[config.mk]
export PLATFORM = sky130hd
export DESIGN_NAME = counter_share_arbiter
export DESIGN_NICKNAME = d
export VERILOG_FILES = /design/src/rtl/counter_share_arbiter.sv
export SDC_FILE = /design/constraint.sdc
export NUM_CORES = 1
export LEC_CHECK = 0
export ABC_AREA = 1
export CORE_MARGIN = 3
export CORE_UTILIZATION = 35
export DETAILED_ROUTE_END_ITERATION = 8
export PLACE_DENSITY_LB_ADDON = 0.05
export SYNTH_ARGS = -nofsm -noshare
export SYNTH_HDL_FRONTEND = slang
export SYNTH_SLANG_ARGS = --single-unit
[constraint.sdc]
create_clock -name clk -period 2.7 [get_ports clk]
set_input_delay 0.405 -clock clk [delete_from_list [all_inputs] [get_ports clk]]
set_output_delay 0.405 -clock clk [all_outputs]
set_load 0.02 [all_outputs]
[src/rtl/counter_share_arbiter.sv]
// Round-robin arbiter sharing one free-running counter between NREQ requesters.
// Each request walks GRANT -> EXEC -> RESP and returns exactly one response.
module counter_share_arbiter #(
    parameter int NREQ  = 4,
    parameter int WIDTH = 32,
    parameter int OUT_W = 16
) (
    input  logic                     clk,
    input  logic                     rst_n,
    input  logic                     free_en,
    input  logic [NREQ-1:0]          req_valid,
    input  logic [2*NREQ-1:0]        req_op,
    input  logic [NREQ*WIDTH-1:0]    req_data,
    output logic [NREQ-1:0]          req_ready,
    output logic                     rsp_valid,
    input  logic                     rsp_ready,
    output logic [$clog2(NREQ)-1:0]  rsp_id,
    output logic [WIDTH-1:0]         rsp_data,
    output logic [OUT_W-1:0]         cnt_out,
    output logic                     busy
);

    localparam int IDW = $clog2(NREQ);

    localparam logic [1:0] OP_READ  = 2'b00;
    localparam logic [1:0] OP_INC   = 2'b01;
    localparam logic [1:0] OP_LOAD  = 2'b10;
    localparam logic [1:0] OP_CLEAR = 2'b11;

    typedef enum logic [1:0] {
        IDLE  = 2'd0,
        GRANT = 2'd1,
        EXEC  = 2'd2,
        RESP  = 2'd3
    } state_t;

    state_t           state_q, state_d;
    logic [WIDTH-1:0] cnt_q, cnt_d;
    logic [IDW-1:0]   rr_ptr_q, rr_ptr_d;
    logic [IDW-1:0]   id_q, id_d;
    logic [1:0]       op_q, op_d;
    logic [WIDTH-1:0] data_q, data_d;
    logic [WIDTH-1:0] rsp_data_q, rsp_data_d;
    logic [OUT_W-1:0] cnt_out_q;

    logic [1:0]       op_arr   [NREQ];
    logic [WIDTH-1:0] data_arr [NREQ];
    logic             found;
    logic [IDW-1:0]   gnt_idx;
    logic [IDW-1:0]   scan_idx;

    for (genvar g = 0; g < NREQ; g++) begin : g_unpack
        assign op_arr[g]   = req_op[2*g +: 2];
        assign data_arr[g] = req_data[WIDTH*g +: WIDTH];
    end

    // First valid requester at or above rr_ptr, wrapping around.
    always_comb begin
        found    = 1'b0;
        gnt_idx  = '0;
        scan_idx = '0;
        for (int i = 0; i < NREQ; i++) begin
            scan_idx = IDW'((int'(rr_ptr_q) + i) % NREQ);
            if (!found && req_valid[scan_idx]) begin
                found   = 1'b1;
                gnt_idx = scan_idx;
            end
        end
    end

    always_comb begin
        state_d    = state_q;
        rr_ptr_d   = rr_ptr_q;
        id_d       = id_q;
        op_d       = op_q;
        data_d     = data_q;
        rsp_data_d = rsp_data_q;
        cnt_d      = free_en ? cnt_q + WIDTH'(1) : cnt_q;
        req_ready  = '0;

        unique case (state_q)
            IDLE: begin
                if (|req_valid) state_d = GRANT;
            end
            GRANT: begin
                if (found) begin
                    req_ready[gnt_idx] = 1'b1;
                    id_d     = gnt_idx;
                    op_d     = op_arr[gnt_idx];
                    data_d   = data_arr[gnt_idx];
                    rr_ptr_d = (gnt_idx == IDW'(NREQ - 1)) ? '0 : gnt_idx + IDW'(1);
                    state_d  = EXEC;
                end else begin
                    state_d = IDLE;
                end
            end
            EXEC: begin
                unique case (op_q)
                    OP_READ:  cnt_d = free_en ? cnt_q + WIDTH'(1) : cnt_q;
                    OP_INC:   cnt_d = cnt_q + data_q;
                    OP_LOAD:  cnt_d = data_q;
                    OP_CLEAR: cnt_d = '0;
                    default:  cnt_d = cnt_q;
                endcase
                // READ reports the value before this cycle's free increment.
                rsp_data_d = (op_q == OP_READ) ? cnt_q : cnt_d;
                state_d    = RESP;
            end
            RESP: begin
                if (rsp_ready) state_d = IDLE;
            end
            default: state_d = IDLE;
        endcase
    end

    always_ff @(posedge clk or negedge rst_n) begin
        if (!rst_n) begin
            state_q    <= IDLE;
            cnt_q      <= '0;
            rr_ptr_q   <= '0;
            id_q       <= '0;
            op_q       <= OP_READ;
            data_q     <= '0;
            rsp_data_q <= '0;
            cnt_out_q  <= '0;
        end else begin
            state_q    <= state_d;
            cnt_q      <= cnt_d;
            rr_ptr_q   <= rr_ptr_d;
            id_q       <= id_d;
            op_q       <= op_d;
            data_q     <= data_d;
            rsp_data_q <= rsp_data_d;
            cnt_out_q  <= cnt_q[OUT_W-1:0];
        end
    end

    assign rsp_valid = (state_q == RESP);
    assign rsp_id    = id_q;
    assign rsp_data  = rsp_data_q;
    assign cnt_out   = cnt_out_q;
    assign busy      = (state_q != IDLE);

endmodule

==> results of run 1 <==
==> cell usage after synthesis, drive strengths merged (3+ instances only) <==
master and instances:
a21boi 4, a21oi 34, a22oi 3, buf 22, clkbuf 22, dfrtp 120
ha 36, inv 279, nand2 678, nand3 176, nand3b 17, nand4 12
nor2 98, nor3 12, o211ai 6, o21ai 56, o21bai 3, or2 24
xor2 12
==> what timing repair did <==
item / 4_1_cts / 5_1_grt
pin swaps: 1 / 20
gates cloned: 0 / 0
hold endpoints to repair: 38 / 0
resized for setup: 34 / 46
hold buffers: 1 / 0
endpoints found under the setup margin: 4 / 4
buffers inserted: 3 / 8
==> state kept, by name, indices dropped and copies added (netlist names), named ones only <==
name      cells
cnt_out      16
cnt_q        32
data_q       32
op_q          2
rr_ptr_q      2
rsp_data     32
rsp_id        2
state_q       1
==> cell families (layout without fill, tap and decap cells) <==
kind of cell / after synthesis / count (layout) / synth area share
buffers and inverters: 325 / 566 / 0.1307
adder cells (fa/ha/maj): 37 / 37 / 0.04787
AND/OR/NAND/NOR: 1021 / 1021 / 0.4364
AO/OA/AOI/OAI: 117 / 117 / 0.06696
flip-flops: 120 / 120 / 0.3055
XOR/XNOR: 14 / 14 / 0.01248
==> worst register-to-register path, delay by kind of cell, from the launching register on <==
family | cells | cell delay [ns]
AOI/OAI and AO/OA | 1 | 0.36
adders and majority gates | 1 | 0.41
buffers and inverters | 1 | 0.07
DFF | 1 | 0.47
and+or+nand+nor | 10 | 1.07
==> where the power goes <==
group | leakage [uW] | internal [uW] | switching (uW)
clock network | 0.000288 | 1410 | 977
logic | 0.00526 | 4110 | 6980
registers | 0.00151 | 2620 | 914
total | 0.00706 | 8140 | 8870
==> worst paths after layout <==
kind / endpoint / cells past startpoint / slack [ns]
max: req_ready[3] / 15 / 0.002
min: rsp_data[11] / 2 / 0.48
max reg2reg: rsp_data[18] / 13 / 0.23
min reg2reg: rsp_data[11] / 2 / 0.48
max in group asynchronous: rsp_data[28] / 3 / 1.42
min in group asynchronous: cnt_out[2] / 2 / 0.50
==> area by class of cell <==
type / instances / area [um^2] / share of cell area
multi-input cells: 1189 / 5702 / 0.4288
flip-flops and latches: 120 / 3005 / 0.2260
repair buffers: 253 / 2455 / 0.1846
inverters: 281 / 1067 / 0.08027
well taps: 372 / 465.4 / 0.03501
clock buffers: 18 / 439.2 / 0.03303
clock inverters: 14 / 162.7 / 0.01223
==> metrics by stage <==
stage	hold slack [ns]	setup TNS [ns]
2_1_floorplan	0.1094	0
3_3_place_gp	0.4287	-1.551
3_5_place_dp	0.4244	-1.779
4_1_cts	0.4873	-0.003385
5_1_grt	0.5098	-0.4199
6_report	0.4817	0
==> layer usage <==
metal,global-route usage,vias to the layer above
li1,-,5504
met1,0.3229,4741
met2,0.3629,324
met3,0.05015,35
met4,0.05027,0
met5,0,-
==> summary.txt, run 1 <==
Setup path
  • CP Launch Point: rr_ptr_q[0]
  • CP top delay family: simple AND/OR/NAND/NOR gates
  • Critical path startpoint category: register
  • Worst path max stage delay: ~0.47 ns
  • Worst EP arrival: 2.29 ns
  • CP Capture Type: primary output
  • Critical path fanouts, max: 6
  • Required time of the worst setup path: 2.30 ns
  • RR Startpoint: cnt_q[8]
  • Slowest CP cell: dfrtp_2
  • Worst-path cell chain: inv_4 > nand2_1 > nand2_4 > nand2_4 > buf_4 > buf_4 > nand2_1 > nand2_1 > nand3_2 > nand2_4 > inv_4 > ha_4 > inv_2 > nor2_2 > buf_6
  • Setup CP Type: reg2out
  • CP bufs+invs: 6

Clock tree
  • CTS tree: done
  • Clock root cell: clkbuf_16
  • Clk pin slew, worst setup/hold paths: 0.07 ns
  • Worst skew pair latency: 0.43 ns
  • TritonCTS Buffers: 17
  • H-tree depth: 4
  • CTS Buffer Depth: 2
  • CTS sink cnt: 120

Timing
  • Min Tclk post-route: about 2.7 ns
  • Fin crit share: 0.9993
  • FMAX: 0.3706 GHz
  • Max-slew violations: 0
  • Final hold vios: 0
  • Worst setup margin: 0.001931 ns
  • Worst Tran Pin Value: 0.7080 ns
  • RSZ-0062 raised after global routing: true
  • Setup violators final: 0
  • Max-slew headroom: 0.5275
  • Clock Skew: between 0.01 and 0.015 ns

Floorplanning
  • Starting Density: 0.3607
  • Chip Height: 173.6 um
  • Core area: 0.02725 mm^2
  • Die footprint: 0.03013 mm^2
  • IO Count: 200
  • Die width: 173.6 um
  • Row count: 60

Logic synthesis
  • Mapped Avg Cell Area: 6.015 um^2
  • Post-synth EDFFs: 0
  • Top-area cell type share of the netlist area: 0.3055
  • Mapped Cells: 1634
  • Post-synthesis async set-or-reset flop share: 1.000
  • Syn Std Cell Area: roughly 0.0098 mm^2
  • Yosys reg bits: 120
  • Largest cells by area after synthesis: dfrtp_1, nand2_1, inv_1, nand3_1, ha_1
  • Main synth FF type: dfrtp_1
  • Part of the Yosys area used for sequential elements: 0.3055
  • Ys Warns: 0
  • Syn nets: 1815
  • Post-synth top area cell: dfrtp_1
  • Unique masters post-synth: 44

Final layout
  • NumNets Final: roughly 2000
  • # fillers: 2873
  • P&R area growth vs syn: 35.29%
  • Most frequent cells in the layout: nand2_1, inv_1, clkdlybuf4s50_1
  • Design area: ~0.013 mm^2
  • N_diodes: 0
  • Final core utilization: 0.4879
  • Most common cell after layout, fill and taps aside: nand2_1
  • Final cell count without fillers: 2247
  • Share of layout cells above drive strength 1: 0.07680

Pwr
  • Leakage: 0.007055 uW
  • Pwr Total: ~17000 uW
  • Pwr Density: 1280 mW/mm^2
  • Peak supply drop: 1.366 mV

Global route
  • Grt total ovfl: 0
  • First-pass GRT wire length: roughly 56000 um
  • Vias in the first global route: 10232
  • Initial antenna violation count: 0
  • Gr usage total: 0.2296
  • Largest net degree at the start of global routing: 56

Drt
  • WL final: 34740 um
  • Post-route ant nets: 0
  • Residual DRC: 0
  • Drt first pass iters: 6
  • Met2 routed WL: between 15000 and 20000 um
  • DR WL met3: approximately 2400 um
  • Uppermost layer routed: met4
  • Via count: 10604
  • Initial DRC count: 745
  • Routed wire per std cell: 15.46 um
  • Metal1 wirelength: around 17000 um
  • Drt via density: 4.719

Placement
  • Area after DPL: 0.01241 mm^2
  • Worst slack at placement: -0.5298 ns
  • Buffers on Ports: 199
  • Detail Placement HPWL: 27910 um
  • GPL Wtd Cong: 0.9063
  • Placed cell count: around 2200

Hold path
  • Min-Delay Startpoint: rsp_data[11]
  • Hold Crit Class: reg2reg

Outcome
  • Status: finished clean

Job
  • Max cap viols: 0
(Power assumes the default switching activity.)
==> inputs of run 2 (changes only) <==
- GPL_ROUTABILITY_DRIVEN: not set -> 0
- clock period: 2.7 -> 3.2 ns (I/O delays scaled with it)
==> summary.txt, run 2 (same netlist as run 1, synthesis figures left out) <==
Final layout
  • Final core utilization: 0.4719
  • Share of layout cells above drive strength 1: 0.04447
  • Most frequent cells in the layout: nand2_1, inv_1, clkdlybuf4s50_1
  • NumNets Final: 2012
  • Register Area: 0.003004 mm^2
  • P&R area growth vs syn: 30.83%
  • Most common cell after layout, fill and taps aside: nand2_1
  • # fillers: 2904
  • N_diodes: 0
  • Multi-input gate area: 0.005540 mm^2

Clock tree
  • CTS Buffer Depth: 2
  • CTS sink cnt: between 100 and 150
  • Clock root cell: clkbuf_16
  • Clk pin slew, worst setup/hold paths: 0.07 ns
  • H-tree depth: 4
  • CTS tree: done
  • Worst skew pair latency: 0.44 ns
  • TritonCTS Buffers: 17

Floorplanning
  • Starting Density: 0.3607
  • Chip Height: roughly 170 um
  • Core area: around 0.027 mm^2
  • Die footprint: 0.03013 mm^2
  • Die width: 173.6 um
  • Row count: 60
  • IO Count: 200

Setup path
  • Setup CP Type: reg2out
  • Worst EP arrival: 2.62 ns
  • Required time of the worst setup path: 2.72 ns
  • Critical path startpoint category: register
  • Worst path max stage delay: 0.49 ns
  • Slowest CP cell: dfrtp_2
  • Critical path fanouts, max: 11
  • CP Capture Type: primary output
  • Worst-path cell chain: inv_2 > nand2_1 > nand3_1 > nand2_2 > nor2_4 > nand3_2 > nand3_1 > nand2_2 > inv_2 > ha_1 > inv_1 > nor2_1 > dlygate4sd2_1

Global route
  • Vias in the first global route: between 10000 and 15000
  • Met1 GRT Util: 0.3209
  • Gr usage total: 0.2271
  • Grt total ovfl: 0
  • Gr busiest metal: met2
  • Largest net degree at the start of global routing: between 60 and 70
  • Met3 Track Usage GR: 0.04621
  • GR Util met2: 0.3562
  • Initial antenna violation count: 0
  • First-pass GRT wire length: 55240 um

Drt
  • Via count: 10553
  • Drt via density: 4.762
  • Post-route ant nets: 0
  • Routed wire per std cell: 15.42 um
  • Residual DRC: 0
  • Initial DRC count: between 700 and 800
  • WL final: 34180 um
  • Drt first pass iters: 5

Timing
  • Worst Tran Pin Value: roughly 0.73 ns
  • Final hold vios: 0
  • Min Tclk post-route: between 3 and 4 ns
  • Fin crit share: 0.9673
  • FMAX: 0.3231 GHz
  • RSZ-0062 raised after global routing: false
  • Clock Skew: 0.01414 ns
  • Max-slew violations: 0
  • Max-slew headroom: 0.5156
  • Setup violators final: 0

Pwr
  • Pwr Density: approximately 1100 mW/mm^2
  • Peak supply drop: 1.018 mV
  • Pwr Total: 13840 uW
  • Leakage: 0.006889 uW

Hold path
  • Hold Crit Class: in2async

Placement
  • Buffers on Ports: 199
  • Detail Placement HPWL: ~27000 um

Outcome
  • Status: finished clean

Job
  • Max cap viols: 0
## run 2: power breakdown
| group | total [uW] | internal, uW | switching [uW] |
|---|---|---|---|
| Combinational | 8690 | 3100 | 5590 |
| Clock | 2140 | 1260 | 879 |
| Sequential | 3010 | 2210 | 802 |
## run 2: path summary, 6_finish.rpt
| check | startpoint | to | slack (ns) | depth (start not counted) |
|---|---|---|---|---|
| worst max-delay path | rr_ptr_q[0] | req_ready[3] | 0.10 | 13 |
| max in group asynchronous | rst_n | rsp_data[30] | 2.30 | 2 |
| worst min-delay path | rst_n | cnt_out[2] | 0.09 | 1 |
| min in group clk | rsp_data[11] | rsp_data[11] | 0.48 | 2 |
| worst max register to register | cnt_q[0] | cnt_q[24] | 0.71 | 15 |
| worst min register to register | rsp_data[11] | rsp_data[11] | 0.48 | 2 |
## run 2: area by class of cell
cell class              count  share of cell area
multi-input cells        1189              0.4309
repair buffers            222              0.1682
inverters                 281             0.08203
flip-flops and latches    120              0.2336
well taps                 372             0.03620
clock inverters            15             0.01596
clock buffers              17             0.03308
## run 2: repair_timing
action / in CTS / in global routing
gates resized for setup: 5 / 5
setup endpoints to repair: 4 / 3
setup buffers: 0 / 0
hold buffers: 0 / 0
## run 2: per-stage QoR
| stage | worst slack [ns] | hold slack (ns) | cells | setup TNS, ns | area [um^2] |
|---|---|---|---|---|---|
| 2_1_floorplan | 0.7731 | 0.1844 | 1634 | 0 | 9828 |
| 3_3_place_gp | -0.1098 | 0.4687 | 2184 | -0.2011 | 12240 |
| 3_5_place_dp | -0.2009 | 0.4743 | 2184 | -0.4917 | 12240 |
| 4_1_cts | 0.02746 | 0.1218 | 2216 | 0 | 12860 |
| 5_1_grt | 0.001961 | 0.1373 | 2216 | 0 | 12860 |
| 6_report | 0.1046 | 0.08508 | 2216 | 0 | 12860 |
## run 2: worst max-delay path, delay by kind of cell, from the launching register on
| family | cells | cell delay (ns) |
|---|---|---|
| simple gates | 8 | 0.88 |
| flops | 1 | 0.49 |
| fa+ha+maj | 1 | 0.16 |
| buf+inv | 4 | 0.63 |
## run 2: per-layer routing
| metal | up-vias | wire length (um) | share of wire |
|---|---|---|---|
| met2 | 367 | 14700 | 0.43 |
| met3 | 37 | 2690 | 0.079 |
| li1 | 5448 | - | - |
| met1 | 4701 | 16210 | 0.47 |
| met4 | 0 | 574 | 0.017 |
| met5 | - | 0 | 0 |
==> inputs of run 3 (changes only) <==
- CORE_MARGIN: 3 -> not set
==> summary.txt, run 3 (same netlist as run 1, synthesis figures left out) <==
Timing
  • RSZ-0062 raised after global routing: false
  • Setup violators final: 0
  • Fin crit share: 0.9441
  • Max-slew violations: 0
  • Max-slew headroom: 0.5636
  • Final hold vios: 0
  • Worst Tran Pin Value: 0.6530 ns
  • FMAX: approximately 0.33 GHz
  • Min Tclk post-route: 3.021 ns
  • Clock Skew: 0.01086 ns

Pwr
  • Int Pwr: approximately 6300 uW
  • Pwr Density: 1060 mW/mm^2
  • Sw frac: 0.5333
  • Leakage: 0.006859 uW
  • Comb pwr share: 0.637
  • Peak supply drop: 0.6312 mV
  • Sequential power share: 0.220
  • Clock power frac: 0.143
  • Net Switching: 7246 uW

Floorplanning
  • Starting Density: 0.3607
  • IO Count: 200
  • Core area: 0.02725 mm^2
  • Die width: between 150 and 200 um
  • Row count: 60
  • Die footprint: 0.02875 mm^2
  • Chip Height: 169.6 um

Placement
  • Placed cell count: 2184
  • Detail Placement HPWL: 26600 um
  • Area after DPL: 0.01224 mm^2
  • Buffers on Ports: 199

Drt
  • Drt first pass iters: 7
  • WL final: 33280 um
  • Routed wire per std cell: 15.01 um
  • Drt via density: 4.719
  • Via count: about 10000
  • Residual DRC: 0
  • Post-route ant nets: 0
  • Initial DRC count: ~650

Setup path
  • Top cell by count, worst path: nand2_1
  • CP bufs+invs: 3
  • Worst-path cell chain: inv_2 > nand2_1 > nand2_2 > nand2_1 > nand2_1 > nor2_4 > nand3_2 > nand3_1 > nand2_2 > ha_1 > inv_1 > nor2_1 > dlygate4sd2_1
  • Setup CP Type: reg2out
  • CP Capture Type: primary output
  • Critical path startpoint category: register
  • CP top delay family: simple AND/OR/NAND/NOR gates
  • Worst path max stage delay: 0.49 ns
  • Critical path fanouts, max: 11
  • Required time of the worst setup path: roughly 2.7 ns
  • Worst EP arrival: approximately 2.5 ns
  • Slowest CP cell: dfrtp_2

Clock tree
  • Worst skew pair latency: 0.43 ns
  • H-tree depth: 4
  • CTS sink cnt: 120
  • CTS tree: done
  • TritonCTS Buffers: 17
  • Clk pin slew, worst setup/hold paths: ~0.060 ns
  • Post-CTS Setup Inserts: 0
  • Clock root cell: clkbuf_16
  • CTS Buffer Depth: 2

Final layout
  • Final core utilization: 0.4702
  • N_diodes: 0
  • Most common cell after layout, fill and taps aside: nand2_1
  • Design area: between 0.01 and 0.015 mm^2
  • # fillers: 2890
  • Share of layout cells above drive strength 1: 0.04444
  • NumNets Final: 2013
  • Final cell count without fillers: 2217
  • Most frequent cells in the layout: nand2_1, inv_1, clkdlybuf4s50_1
  • P&R area growth vs syn: 30.36%

Global route
  • Initial antenna violation count: 0
  • Gr usage total: 0.2408
  • Vias in the first global route: 10055
  • Grt total ovfl: 0
  • First-pass GRT wire length: 53800 um
  • Largest net degree at the start of global routing: 60

Hold path
  • Hold Crit Class: reg2reg

Job
  • Max cap viols: 0

Outcome
  • Status: finished clean
run 3: worst reg2reg max path: cells and delay by family (launching register included):
family | cells | cell delay (ns)
buf+inv | 2 | 0.35
simple gates | 10 | 1.61
flops | 1 | 0.49
run 3: path summary, 6_finish.rpt:
path	cells after the start	slack [ns]	endpoint	start
min	2	0.48	rsp_data[11]	rsp_data[11]
max in group asynchronous	3	1.87	cnt_q[24]	rst_n
min in group asynchronous	2	0.49	cnt_out[6]	rst_n
max reg2reg	12	0.68	data_q[25]	rr_ptr_q[0]
max	13	0.18	req_ready[0]	rr_ptr_q[0]
min reg2reg	2	0.48	rsp_data[11]	rsp_data[11]
run 3: timing repair:
| item | in CTS | in global routing |
|---|---|---|
| hold endpoints to repair | 23 | 0 |
| endpoints found under the setup margin | 4 | 3 |
| resized for setup | 5 | 5 |
| hold buffers | 1 | 0 |
run 3: layer usage:
metal	wire length (um)	vias to the layer above	track usage
li1	-	5439	-
met1	16430	4685	0.3419
met2	14260	302	0.3689
met3	1878	37	0.04081
met4	709	0	0.07834
met5	0	-	0
run 3: area by class of cell:
class                      count  area [um^2]  area share
clock inverter                15        148.9     0.01162
clock buffer                  17        425.4     0.03320
sequential                   120         3004      0.2345
tap                          372        465.4     0.03633
timing repair buffer         223         2173      0.1696
inverter                     281         1055     0.08232
multi-input combinational   1189         5540      0.4324
run 3: power groups by stage:
stage                     combinational, uW  sequential [uW]  clock [uW]
final                                  8650             2990        1940
after CTS                              8690             2980        1960
after global routing                   9850             3090        2030
after floorplan                        5850             3000           0
after global placement                 8640             2990           0
after detailed placement               8670             3000           0
run 3: metrics by stage:
step | setup WS (ns) | TNS, ns | power [uW] | hold slack, ns
2_1_floorplan | 0.7731 | 0 | 8844 | 0.1844
3_3_place_gp | -0.06769 | -0.09286 | 11630 | 0.4082
3_5_place_dp | -0.1160 | -0.2389 | 11670 | 0.4076
4_1_cts | 0.07286 | 0 | 13630 | 0.4838
5_1_grt | 0.007099 | 0 | 14970 | 0.5046
6_report | 0.1789 | 0 | 13590 | 0.4783
